--- src/rtl/image_codec_pkg.sv ---
// Shared definitions for the image codec: block size, forward quantization
// factors, the matching dequantization steps and the 16-bit saturation helper.
package image_codec_pkg;

    localparam int unsigned BLOCK_N = 64;
    localparam int unsigned PROD_W  = 25;

    typedef logic signed [15:0] coef_t;

    // Forward factors; the quantizer and dequantizer must stay paired.
    localparam logic [7:0] QUANT_MUL [BLOCK_N] = '{
        8'd16, 8'd21, 8'd18, 8'd12, 8'd8,  8'd5,  8'd4,  8'd3,
        8'd20, 8'd19, 8'd14, 8'd9,  8'd6,  8'd4,  8'd3,  8'd3,
        8'd14, 8'd12, 8'd8,  8'd6,  8'd4,  8'd3,  8'd3,  8'd3,
        8'd10, 8'd8,  8'd6,  8'd4,  8'd3,  8'd3,  8'd3,  8'd2,
        8'd7,  8'd5,  8'd4,  8'd3,  8'd3,  8'd3,  8'd2,  8'd2,
        8'd5,  8'd4,  8'd3,  8'd3,  8'd3,  8'd2,  8'd2,  8'd2,
        8'd4,  8'd3,  8'd3,  8'd3,  8'd2,  8'd2,  8'd2,  8'd2,
        8'd3,  8'd3,  8'd3,  8'd2,  8'd2,  8'd2,  8'd2,  8'd2
    };

    // round(256 / QUANT_MUL[i])
    localparam logic [7:0] DEQ_STEP [BLOCK_N] = '{
        8'd16, 8'd12, 8'd14, 8'd21, 8'd32, 8'd51, 8'd64, 8'd85,
        8'd13, 8'd13, 8'd18, 8'd28, 8'd43, 8'd64, 8'd85, 8'd85,
        8'd18, 8'd21, 8'd32, 8'd43, 8'd64, 8'd85, 8'd85, 8'd85,
        8'd26, 8'd32, 8'd43, 8'd64, 8'd85, 8'd85, 8'd85, 8'd128,
        8'd37, 8'd51, 8'd64, 8'd85, 8'd85, 8'd85, 8'd128, 8'd128,
        8'd51, 8'd64, 8'd85, 8'd85, 8'd85, 8'd128, 8'd128, 8'd128,
        8'd64, 8'd85, 8'd85, 8'd85, 8'd128, 8'd128, 8'd128, 8'd128,
        8'd85, 8'd85, 8'd85, 8'd128, 8'd128, 8'd128, 8'd128, 8'd128
    };

    function automatic coef_t sat16(input logic signed [PROD_W-1:0] p);
        if (p > 25'sd32767) begin
            return 16'sh7fff;
        end else if (p < -25'sd32768) begin
            return 16'sh8000;
        end else begin
            return p[15:0];
        end
    endfunction

endpackage

--- src/rtl/deq_step_rom.sv ---
// Combinational lookup of the dequantization step for a raster index.
module deq_step_rom
    import image_codec_pkg::*;
#(
    parameter int unsigned STEP_W = 8
) (
    input  logic [5:0]        idx,
    output logic [STEP_W-1:0] step
);

    assign step = STEP_W'(DEQ_STEP[idx]);

endmodule

--- src/rtl/dequantization.sv ---
// Streaming dequantizer: coefficient * step, saturated to 16 bits, through a
// two-stage pipeline that stalls as a whole on output backpressure.
module dequantization
    import image_codec_pkg::*;
#(
    parameter int unsigned DATA_W = 16,
    parameter int unsigned STEP_W = 8
) (
    input  logic              clk,
    input  logic              rst,
    input  logic              in_valid,
    output logic              in_ready,
    input  logic [DATA_W-1:0] in_data,
    input  logic              in_last,
    output logic              out_valid,
    input  logic              out_ready,
    output logic [DATA_W-1:0] out_data,
    output logic [5:0]        out_pos,
    output logic              out_last,
    output logic              len_err
);

    localparam int unsigned MUL_W = DATA_W + STEP_W + 1;

    logic [5:0]              pos_q;
    logic [STEP_W-1:0]       step;
    logic                    advance;
    logic                    in_xfer;
    logic                    at_end;
    logic signed [MUL_W-1:0] prod;

    logic                    s1_valid_q;
    logic signed [MUL_W-1:0] s1_prod_q;
    logic [5:0]              s1_pos_q;
    logic                    s2_valid_q;
    logic [DATA_W-1:0]       s2_data_q;
    logic [5:0]              s2_pos_q;
    logic                    len_err_q;

    deq_step_rom #(
        .STEP_W (STEP_W)
    ) u_rom (
        .idx  (pos_q),
        .step (step)
    );

    always_comb begin
        advance = !s2_valid_q || out_ready;
        in_xfer = in_valid && advance;
        at_end  = (pos_q == 6'd63);
        // Step is unsigned; zero-extend before the signed multiply.
        prod    = MUL_W'($signed(in_data)) * MUL_W'($signed({1'b0, step}));
    end

    always_ff @(posedge clk) begin
        if (rst) begin
            pos_q      <= '0;
            len_err_q  <= 1'b0;
            s1_valid_q <= 1'b0;
            s1_prod_q  <= '0;
            s1_pos_q   <= '0;
            s2_valid_q <= 1'b0;
            s2_data_q  <= '0;
            s2_pos_q   <= '0;
        end else begin
            if (in_xfer) begin
                // An early in_last restarts the block; a missing one just wraps.
                pos_q <= (in_last && !at_end) ? 6'd0 : pos_q + 6'd1;
            end
            len_err_q <= in_xfer && (in_last != at_end);
            if (advance) begin
                s1_valid_q <= in_valid;
                if (in_valid) begin
                    s1_prod_q <= prod;
                    s1_pos_q  <= pos_q;
                end
                s2_valid_q <= s1_valid_q;
                if (s1_valid_q) begin
                    s2_data_q <= DATA_W'(sat16(s1_prod_q));
                    s2_pos_q  <= s1_pos_q;
                end
            end
        end
    end

    always_comb begin
        in_ready  = advance;
        out_valid = s2_valid_q;
        out_data  = s2_data_q;
        out_pos   = s2_pos_q;
        out_last  = s2_valid_q && (s2_pos_q == 6'd63);
        len_err   = len_err_q;
    end

endmodule

--- config.mk ---
export PLATFORM = sky130hd
export DESIGN_NAME = dequantization
export DESIGN_NICKNAME = d
export VERILOG_FILES = /design/src/rtl/image_codec_pkg.sv /design/src/rtl/deq_step_rom.sv /design/src/rtl/dequantization.sv
export SDC_FILE = /design/constraint.sdc
export NUM_CORES = 1
export LEC_CHECK = 0
export BUFFER_PORTS_ARGS = -buffer_cell sky130_fd_sc_hd__buf_2
export CORE_AREA = 2 2 115 117
export DETAILED_ROUTE_END_ITERATION = 8
export DIE_AREA = 0 0 117 119
export PLACE_DENSITY = 0.8
export SKIP_LAST_GASP = 1
export SYNTH_ARGS = -nofsm -noshare
export SYNTH_HDL_FRONTEND = slang
export SYNTH_HIERARCHICAL = 1
export SYNTH_SLANG_ARGS = --single-unit
--- constraint.sdc ---
create_clock -name clk -period 8.2 [get_ports clk]
set_input_delay 0 -clock clk [delete_from_list [all_inputs] [get_ports clk]]
set_output_delay 0 -clock clk [all_outputs]
set_load 0.05 [all_outputs]
After elaboration in Yosys (flattened, before gate mapping)

Memory sizes are Yosys's and may differ from the RTL's.
Cells that the tools add are included.

Bits in registers: 62
Bits in read-only memories: 512
Input port bits: 21
Output and inout bits: 26
Logic and storage cells: 32
Memories: 1

Add/sub/neg operators: 1
$mul: 1
Magnitude comparators: 3
Eq/ne operators: 3
Muxes and demuxes: 5
Bitwise gates (word level): 1
Reduce and logical (&&, ||, !) cells: 9

Memory list:

| memory           | depth | width | rd ports | clocked after Yosys merged registers in | wr ports | RTL line           | text |
|---|---|---|---|---|---|---|---|
| (name not given) | 64    | 8     | 1        | 0                                       | 0        | deq_step_rom.sv:11 | `assign step = STEP_W'(DEQ_STEP[idx]);` |

Operators by type and width:

| operator                                                        | number |
|---|---|
| two-way mux 16 bit                                              | 2 |
| greater-than comparator 25 x 16 -> 1 bit, second input constant | 1 |
| less-than comparator 25 x 16 -> 1 bit, second input constant    | 1 |
| multiplier 16 x 9 -> 25 bit                                     | 1 |
| two-way mux 8 bit                                               | 2 |
| equality test 6 bit, second input constant                      | 2 |
| >= comparator 7 bit, second input constant                      | 1 |
| NOT 6 -> 7 bit                                                  | 1 |
| adder 6 x 1 -> 6 bit, second input constant                     | 1 |
| two-way mux 6 bit                                               | 1 |
| logical AND 1 bit                                               | 4 |
| AND reduction 2 bit                                             | 2 |
| zero test 1 bit                                                 | 2 |
| logical OR 1 bit                                                | 1 |
| != test 1 bit                                                   | 1 |

Longest topological paths before layout

Gate-level depths: netlist (run 1).

Word-level depth: 5
Mapped depth: 25

By module

The synthesis (run 1) kept the hierarchy.

By module, submodules not included:

| module         | instances | cells each | area each (um2) |
|---|---|---|---|
| dequantization | 1         | 832        | 6990.5 |
| deq_step_rom   | 1         | 97         | 735.7 |

Worst setup path before layout (run 1)

Ideal clock, no wire load.

Path type: flip-flop to flip-flop
Start: register pos_q[0]
End: register s1_prod_q[23]
Library setup time: 117 ps
Data arrival time: 6260 ps
Setup slack: 1823 ps
Stages on the path, launching flop included: 23
Period minus slack after synthesis: 6377 ps
Cells stage by stage: dfxtp_1 > clkbuf_1 > inv_1 > ha_1 > mux4_2 > mux2i_1 > a211o_1 > clkbuf_1 > nand2_1 > fa_1 > inv_1 > fa_1 > fa_1 > inv_1 > fa_1 > inv_1 > ha_1 > a21o_1 > o21bai_2 > o211ai_1 > a211oi_1 > or3_1 > a32o_1

Word-level cells in the longest chain between the ends: 5

RTL lines:

| element                                               | RTL line             | text |
|---|---|---|
| from (decl)                                           | dequantization.sv:25 | `logic [5:0] pos_q;` |
| from (signal assigned)                                | dequantization.sv:68 | `pos_q <= (in_last && !at_end) ? 6'd0 : pos_q + 6'd1;` |
| NOT 6 -> 7 bit (not written as such)                  | deq_step_rom.sv:11   |  |
| memory (64 x 8 bit)                                   | --                   |  |
| two-way mux 8 bit (not written as such) (2 in series) | deq_step_rom.sv:11   |  |
| via step[2]                                           | dequantization.sv:26 | `logic [STEP_W-1:0] step;` |
| multiplier 16 x 9 -> 25 bit                           | dequantization.sv:52 | `prod = MUL_W'($signed(in_data)) * MUL_W'($signed({1'b0, step}));` |
| to (signal assigned)                                  | dequantization.sv:74 | `s1_prod_q <= prod;` |
| to (decl)                                             | dequantization.sv:33 | `logic signed [MUL_W-1:0] s1_prod_q;` |

The timed path passes the listed nets, and every way through them passes these cells. The select of a mux whose other input is x is not followed.
A chain may end at the register's enable or synchronous reset.

Worst setup path after layout (run 1)

Start: register pos_q[0]
End: register s1_prod_q[16]

Same word-level chain as after synthesis.

==> impl_metrics.yaml, run 1 <==
floorplan:
  initial_utilization_pct: 60.0
  die_y_um: 119
  std_cell_rows: 42
  io_pins: 47
  dieWidth_um: 117
  coreArea_um2: 12900
  dieArea_um2: 13900
clock_tree:
  clk_latency_ns: 0.32
  clock_sinks: 62
  cts_tree: "done"
  h-tree-depth: 3
  post-cts-setup-buffers: 0
  cts_made_buffers: 9
  cts_root_buffer: "clkbuf_16"
  clk_pin_slew_ns: 0.05
  ctsLongestPathBuffers: 2
critical_path:
  crit_path_top_delay_cell: "dfxtp_1"
  required_ns: 8.41
  max_stage_delay_ns: 0.74
  cp.arrival_ns: 6.99
  worstSetupEndpointType: "flip-flop"
  critPathMaxFanout: 19
  cp_common_cell: "fa_1"
  r2r-end: "s1_prod_q[16]"
  critPathLaunchType: "flip-flop"
  crit_type: "reg -> reg"
  reg2reg_depth: 20
  ff2ff_setup_slack_ns: 1.42
  startpoint: "pos_q[0]"
  crit_path_cell_trace: "inv_1, ha_1, nor2_1, a21oi_1, a2111oi_0, or4_1, and2_1, fa_1, fa_1, fa_1, inv_1, fa_1, inv_1, ha_1, and3_1, a221oi_1, o21ai_0, a21oi_1, xnor2_1, a22o_1"
  r2r-start: "pos_q[0]"
detailed_routing:
  dr.pass1.iters: 5
  wire_per_inst_um: 14.4
  detail-route-antenna-nets: 0
  vias: 6321
  wl_um: 16300
  drc: 0
  drtIter0Drc: 496
  avgViaCountPerCell: 5.57
finish:
  seq_area_um2: 1240
  fillers: 1085
  area.growth.synth_to_final_pct: 7.85
  final_area_um2: 8330
  multiInputGateArea_um2: 5750
  diodes: 0
  fin_nets: 1140
  layout-drive-gt1-share_pct: 8.46
global_routing:
  antenna_found_initial: 0
  grt_max_degree: 63
  grt-ovfl-total: 0
  grt_pass1_vias: 6426
  grt.total_usage_pct: 25.0
  grt_pass1_wl_um: 28300
sta:
  drv_slew: 0
  period_needed_ns: 6.78
  hold_viol_final: 0
  setup_viol: 0
  finalCritPeriodShare_pct: 82.7
  skew_ns: 0.00404
  fin_setup_tns_ns: 0
  slew_headroom_pct: 27.5
  rsz0062_at_grt: "false"
  tightest_slew_ns: 1.09
  fmax_ghz: 0.147
job:
  max-cap-violations: 0
hold_path:
  min_to: "s1_prod_q[0]"
  min_delay_path_depth: 3
  hold_path_class: "in -> reg"
  hold_start: "in_data[0]"
synthesis:
  synth_common_cells: "nand2_1 (146), inv_1 (145), fa_1 (102), and2_1 (72), ha_1 (64)"
  syn_nets: 1116
  synthArstFlopShare_pct: 0
  synth.most_common_cell: "nand2_1"
  syn_area_per_cell_um2: 8.32
  synth_cell_types: 63
  ys_seq_area_share_pct: 16.1
  yosysWarnings: 6
  synth_flop_cell: "dfxtp_1"
  synthesis.instances: 929
  yosys_register_bits: 62
  yosys.area.top_type: "fa_1"
  synth_top_area_share_pct: 26.4
  syn-cell-area_um2: 7730
  synthTopCellsByArea: "fa_1 (26%), dfxtp_1 (16%), ha_1 (10%)"
  synth_edf_count: 0
power:
  ir_drop_uv: 117
  leakagePower_nw: 4.06
  powerDensity_nw_per_um2: 129
run_status:
  status: "complete, no violations"
placed_design:
  place_area_um2: 8050
  place_congestion: 0.933
  portBuffers: 46
  hpwl_um: 12700
## through the flow
step | std cells | worst slack (ns) | utilization [%] | total power (W) | hold WS (ns)
global placement | 1117 | 1.61 | 62.6 | 0.000739 | 0.294
floorplan | 929 | 1.82 | - | 0.000652 | 0.167
detailed placement | 1117 | 1.48 | 62.6 | 0.000749 | 0.299
finish | 1134 | 1.42 | 64.7 | 0.00107 | 0.0981
global route | 1134 | 0.976 | 64.7 | 0.00115 | 0.124
CTS | 1134 | 1.47 | 64.7 | 0.00108 | 0.0624
## cells by family (layout without fill, tap and decap cells)
logic type	count (synthesis)	count (layout)	share of synthesized area, %
AND/OR/NAND/NOR	324	324	20.1
flip-flops	62	62	16.1
multiplexers	11	11	1.77
adder cells (fa/ha/maj)	166	166	36.8
XOR/XNOR	23	23	2.61
buffers and inverters	189	218	9.60
AO/OA/AOI/OAI	154	154	13.1
## worst max path at each step
stage	to	slack, ns	depth (start not counted)
global route	s1_prod_q[16]	0.98	21
CTS	s1_prod_q[16]	1.47	20
floorplan	s1_prod_q[23]	1.82	22
global placement	s1_prod_q[23]	1.61	20
finish	s1_prod_q[16]	1.42	20
detailed placement	s1_prod_q[16]	1.48	20
## per-layer routing
layer	vias to the layer above	wire (um)	GRT usage, %
li1	3019	-	-
met1	3092	6730	30.7
met2	167	8570	44.8
met3	43	536	3.10
met4	0	452	8.24
met5	-	0	0
## critical path, delay by kind of cell (launching register included)
family | cells | cell delay, ns
AOI/OAI and AO/OA | 6 | 1.35
xor gates and xnor gates | 1 | 0.09
adders and majority gates | 6 | 2.87
buffers and inverters | 3 | 0.33
DFF | 1 | 0.74
and+or+nand+nor | 4 | 1.27
## what timing repair did
action                    in CTS  in global routing
hold endpoints to repair       1                  0
hold buffers                   1                  0
resized for setup              0                  0
## area by class of cell
type / instances / area share (%)
Clock buffer: 12 / 2.96
Clock inverter: 4 / 0.270
Inverter: 147 / 6.62
Multi-Input combinational cell: 678 / 69.0
Sequential cell: 62 / 14.9
Tap cell: 176 / 2.64
Timing Repair Buffer: 55 / 3.60
## state kept, by name, summed over array words and instances (netlist names)
register,flops
s1_prod_q,25
out_data,16
out_pos,6
pos_q,6
s1_pos_q,6
len_err,1
out_valid,1
s1_valid_q,1
## power breakdown
part / total [W] / switching (W) / internal, W
Clock: 0.000331 / 0.000120 / 0.000210
Combinational: 0.000400 / 0.000252 / 0.000148
Sequential: 0.000343 / 0.0000170 / 0.000326
Total: 0.00107 / 0.000389 / 0.000685
## layout by cell type, fill, tap and decap left out, drive strengths merged, types with 3 or more instances in the layout
master   Yosys  routed
nand4        8       8
xor2         9       9
nor2b        8       8
nand2b       8       8
a21o        11      11
and3         4       4
a211oi      24      24
and2        73      73
nand3        7       7
a31oi        8       8
nor3         8       8
xnor2       14      14
ha          64      64
clkinv       0       3
a2111oi      3       3
a22o         4       4
nand3b       5       5
o21ai       15      15
or3          4       4
buf         11      54
nand2      146     146
fa         102     102
mux2i        8       8
o211ai       4       4
nor2        45      45
inv        147     147
a21oi       59      59
dfxtp       62      62
o31ai        3       3
o21a         3       3
clkbuf      31      12
(Power assumes the default switching activity.)
==> run 2: changes to the inputs <==
- ABC_AREA: default -> 1
- CORE_AREA: 2 2 115 117 -> 2 2 120 122
- DIE_AREA: 0 0 117 119 -> 0 0 122 124
- clock period: 8.2 -> 6.7 ns (I/O delays scaled with it)
==> run 2 against run 1 <==
Net effect: clock-buffer cell count fell by 3; first-iteration DRC count rose by 23%; core utilization rose by 1.0 points; synthesized cell count rose by 34%; critical endpoint is now s1_prod_q[22].
==> impl_metrics.yaml, run 2 <==
detailed_routing:
  wl_met2_um: 9750
  wire_per_inst_um: 13.0
  top_layer: "met4"
  drt-met1-wl_um: 7770
  dr.pass1.iters: 5
  detail-route-antenna-nets: 0
  dr_wl_met3_um: 642
  drtIter0Drc: 609
  wl_um: 18700
  avgViaCountPerCell: 5.11
  drc: 0
  vias: 7401
synthesis:
  yosys.area.top_type: "fa_1"
  syn-cell-area_um2: 8430
  synthTopCellsByArea: "fa_1 (24%), nand2_1 (17%), dfxtp_1 (15%)"
  ys_seq_area_share_pct: 14.7
  synthesis.instances: 1248
  syn_area_per_cell_um2: 6.76
  yosys_register_bits: 62
  syn_nets: 1435
  synthArstFlopShare_pct: 0
  synth_top_area_share_pct: 24.2
  synth_flop_cell: "dfxtp_1"
  synth_cell_types: 43
  synth_common_cells: "nand2_1 (373), inv_1 (303), fa_1 (102), nor2_1 (68), ha_1 (64)"
  synth_edf_count: 0
  synth.most_common_cell: "nand2_1"
  yosysWarnings: 6
critical_path:
  reg2reg_depth: 24
  crit_type: "reg -> reg"
  required_ns: 6.93
  critPathLaunchType: "flip-flop"
  cp.arrival_ns: 6.35
  worstSetupEndpointType: "flip-flop"
  critPathMaxFanout: 16
global_routing:
  grt_pass1_vias: 7380
  grt.total_usage_pct: 27.1
  grt_pass1_wl_um: 32900
  grt_max_degree: 47
  grt-ovfl-total: 0
  antenna_found_initial: 0
run_status:
  status: "complete, no violations"
clock_tree:
  hold_buffers: 2
  clk_latency_ns: 0.33
  clk_pin_slew_ns: 0.06
  cts_made_buffers: 9
  ctsLongestPathBuffers: 2
  cts_resized: 0
  cts_tree: "done"
  clock_sinks: 62
  post-cts-setup-buffers: 0
  h-tree-depth: 3
  cts_root_buffer: "clkbuf_16"
placed_design:
  hpwl_um: 14800
  place_congestion: 0.949
  portBuffers: 46
floorplan:
  std_cell_rows: 43
  io_pins: 47
  die_y_um: 124
  dieArea_um2: 15100
  coreArea_um2: 13700
  initial_utilization_pct: 61.5
  dieWidth_um: 122
power:
  leakagePower_nw: 5.57
  powerDensity_nw_per_um2: 176
  ir_drop_uv: 131
sta:
  fin_hold_ws_ns: 0.0700
  fin_setup_tns_ns: 0
  period_needed_ns: 6.12
  slew_headroom_pct: 50.8
  finalCritPeriodShare_pct: 91.3
  rsz0062_at_grt: "false"
  setup_viol: 0
  hold_viol_final: 0
  fmax_ghz: 0.163
  tightest_slew_ns: 0.736
  skew_ns: 0.00915
  drv_slew: 0
finish:
  seq_area_um2: 1240
  multiInputGateArea_um2: 5740
  regMostFlops: "s1_prod_q"
  largest_reg_flops: 25
  layout_common_cells: "nand2_1 (373), inv_1 (303), fa_1 (102)"
  fillers: 1248
  final_common_cell: "nand2_1"
  layout-drive-gt1-share_pct: 8.52
  diodes: 0
  fin_nets: 1449
  area.growth.synth_to_final_pct: 7.02
  final_util_pct: 65.8
hold_path:
  hold_path_class: "in -> reg"
  min_delay_path_depth: 3
job:
  max-cap-violations: 0
==> run 2: changes by cell type after synthesis, sizes merged, moves of 20 or more <==
cell    before  now
a211oi      24    4
and2        73    3
nand2      146  384
nor2        45   76
o21ai       15   41
inv        147  312
nand3        7   62
==> run 2: worst paths after layout <==
kind | from | to | slack [ns]
min | in_data[0] | s1_prod_q[0] | 0.07
min reg2reg | out_data[15] | out_data[15] | 0.46
max reg2reg | pos_q[0] | s1_prod_q[22] | 0.58
max | pos_q[0] | s1_prod_q[22] | 0.58
==> run 2: kinds of logic after synthesis <==
group / share of synthesized area, %
adder cells (fa/ha/maj): 33.7
flip-flops: 14.7
AND/OR/NAND/NOR: 26.6
AO/OA/AOI/OAI: 7.20
buffers and inverters: 17.2
XOR/XNOR: 0.623
==> run 2: where the power goes <==
part,switching (W),internal (W),total (W)
clock,0.000178,0.000330,0.000507
sequential,0.0000230,0.000407,0.000430
combinational,0.000434,0.000218,0.000651
total,0.000634,0.000954,0.00159
==> run 2: area by class of cell <==
cell class | instances | share of cell area [%]
clock buffers | 9 | 2.50
clock inverters | 7 | 1.14
inverters | 313 | 13.0
multi-input cells | 820 | 63.7
flip-flops and latches | 62 | 13.8
well taps | 180 | 2.50
repair buffers | 56 | 3.44
==> run 2: critical path, stage by stage (launching register included) <==
cell and delay, ns:
dfxtp_1 0.49, inv_1 0.21, ha_1 0.31, nor2_2 0.12, nor2_1 0.06, nor2_1 0.22
a21oi_1 0.07, nand2_1 0.49, nand2_1 0.26, fa_1 0.78, inv_1 0.10, fa_1 0.48
fa_1 0.54, inv_1 0.05, fa_1 0.47, inv_1 0.04, ha_1 0.38, nand2_1 0.12
nor2_1 0.18, and2_1 0.18, nand3_1 0.13, nand4_1 0.12, nand3_1 0.10, nand2_1 0.09
inv_1 0.04
==> run 2: routing by layer <==
metal  track usage, %  up-vias
met5                0        -
met1             32.2     3476
met4             9.63        0
met3             3.30       49
li1                 -     3700
met2             50.4      176
==> run 2: per-stage QoR <==
stage | total power (W) | setup WS, ns | instance area (um2) | cells
5_1_grt | 0.00172 | 0.162 | 9020 | 1447
6_report | 0.00159 | 0.583 | 9020 | 1447
3_3_place_gp | 0.00107 | 0.704 | 8680 | 1429
3_5_place_dp | 0.00109 | 0.636 | 8680 | 1429
2_1_floorplan | 0.000946 | 1.36 | 8430 | 1248
4_1_cts | 0.00159 | 0.628 | 9020 | 1447
==> run 3: changes to the inputs <==
- CAP_MARGIN: default -> 20
- clock period: 6.7 -> 6.93 ns (I/O delays scaled with it)
==> run 3 against run 2 <==
Net effect: combinational power fell by 3%; design area down 0.42%; die area stayed put; worst hold slack got worse by 0.063 ns; sequential power is 3% lower; clock-buffer cell count rose by 1; sequential cell count stayed put; via count barely moved; first-iteration DRC count shrank 28%; largest power group unchanged; clock power shrank 7.5%; sequential share of layout area increased by 0.057 points; total power down 4.5%; critical endpoint unchanged.
==> impl_metrics.yaml, run 3 (synthesis gave the netlist of run 2 again) <==
finish:
  final_util_pct: 65.5
  diodes: 0
  layout-drive-gt1-share_pct: 8.31
  fillers: 1248
  final_common_cell: "nand2_1"
  final_area_um2: 8990
  layout_common_cells: "nand2_1 (373), inv_1 (303), fa_1 (102)"
  multiInputGateArea_um2: 5740
  seq_area_um2: 1240
  area.growth.synth_to_final_pct: 6.57
  fin_nets: 1446
  regMostFlops: "s1_prod_q"
  largest_reg_flops: 25
detailed_routing:
  avgViaCountPerCell: 5.13
  detail-route-antenna-nets: 0
  dr.pass1.iters: 5
  wire_per_inst_um: 13.1
  wl_um: 18900
  drtIter0Drc: 441
  drc: 0
  vias: 7408
critical_path:
  critPathLaunchType: "flip-flop"
  startpoint: "pos_q[0]"
  crit_path_top_delay_cell: "fa_1"
  crit_path_cell_trace: "inv_1, ha_1, nor2_2, nor2_1, nor2_1, a21oi_1, nand2_1, nand2_1, fa_1, inv_1, fa_1, fa_1, inv_1, fa_1, inv_1, ha_1, nand2_1, nor2_1, and2_1, nand3_1, nand4_1, nand3_1, nand2_1, inv_1"
  critPathMaxFanout: 16
  crit_family: "adder cells"
  reg2reg_depth: 24
  cp_common_cell: "inv_1"
  endpoint: "s1_prod_q[22]"
  crit_cells: 24
  r2r-start: "pos_q[0]"
  crit_type: "reg -> reg"
  required_ns: 7.15
  ff2ff_setup_slack_ns: 0.81
  worstSetupEndpointType: "flip-flop"
  max_stage_delay_ns: 0.77
  r2r-end: "s1_prod_q[22]"
  cp.arrival_ns: 6.34
  path_buf_inv: 5
global_routing:
  grt.total_usage_pct: 27.0
  grt_max_degree: 47
  grt_pass1_vias: 7460
  grt_pass1_wl_um: 33000
  grt-ovfl-total: 0
  antenna_found_initial: 0
clock_tree:
  ctsLongestPathBuffers: 2
  cts_tree: "done"
  hold_buffers: 1
  cts_made_buffers: 9
  clk_pin_slew_ns: 0.06
  cts_resized: 0
  cts_root_buffer: "clkbuf_16"
  h-tree-depth: 3
  clock_sinks: 62
  clk_latency_ns: 0.32
  post-cts-setup-buffers: 0
placed_design:
  place_area_um2: 8660
  pre_cts_ws_ns: 0.881
  hpwl_um: 14900
  portBuffers: 46
  place_congestion: 0.920
sta:
  rsz0062_at_grt: "false"
  fin_setup_tns_ns: 0
  finalCritPeriodShare_pct: 88.3
  setup_viol: 0
  skew_ns: 0.00615
  hold_viol_final: 0
  tightest_slew_ns: 0.737
  drv_slew: 0
  timing.final.ws_setup_ns: 0.812
  period_needed_ns: 6.12
  fmax_ghz: 0.163
  slew_headroom_pct: 50.8
floorplan:
  std_cell_rows: 43
  dieArea_um2: 15100
  coreArea_um2: 13700
  dieWidth_um: 122
  initial_utilization_pct: 61.5
  io_pins: 47
  die_y_um: 124
power:
  p_total_w: 0.00152
  ir_drop_uv: 148
  powerDensity_nw_per_um2: 169
  leakagePower_nw: 5.55
run_status:
  status: "complete, no violations"
job:
  max-cap-violations: 0
hold_path:
  hold_path_class: "in -> reg"
[run 3: area by class of cell]
cell class	instances	area share, %
multi-input cells	820	63.9
flip-flops and latches	62	13.8
inverters	313	13.1
repair buffers	53	3.17
clock buffers	10	2.55
well taps	180	2.51
clock inverters	6	0.961
[run 3: through the flow]
step | hold slack [ns] | cells
global route | 0.0178 | 1444
global placement | 0.287 | 1427
finish | 0.00718 | 1444
floorplan | 0.148 | 1248
CTS | 0.000936 | 1444
detailed placement | 0.301 | 1427
[run 3: worst min path at each step]
stage / to / slack [ns] / cells past startpoint / from
after global routing: s1_valid_q / 0.02 / 4 / out_ready
after floorplan: s1_prod_q[11] / 0.15 / 3 / rst
after global placement: len_err / 0.29 / 3 / in_last
after detailed placement: len_err / 0.30 / 3 / in_last
after CTS: s1_valid_q / 0.0009 / 4 / out_ready
final: s1_valid_q / 0.007 / 4 / out_ready
[run 3: report_power, final]
| part | total (W) | switching [W] | internal [W] | leakage [nW] |
|---|---|---|---|---|
| sequential | 0.000417 | 0.0000236 | 0.000393 | 0.511 |
| combinational | 0.000631 | 0.000421 | 0.000210 | 4.88 |
| clock | 0.000469 | 0.000155 | 0.000314 | 0.152 |
[run 3: worst register-to-register path, delay by kind of cell (launching register included)]
kind                     cells  cell delay, ns
adder cells (fa/ha/maj)      6            2.95
AND/OR/NAND/NOR             12            2.05
flip-flops                   1            0.52
buffers and inverters        5            0.46
AO/OA/AOI/OAI                1            0.07
[run 3: per-layer routing]
layer | wire length (um) | track usage [%] | up-vias
met3 | 635 | 3.34 | 39
met5 | 0 | 0 | -
met4 | 412 | 6.54 | 0
met1 | 7600 | 31.4 | 3518
li1 | - | - | 3685
met2 | 10200 | 52.5 | 166
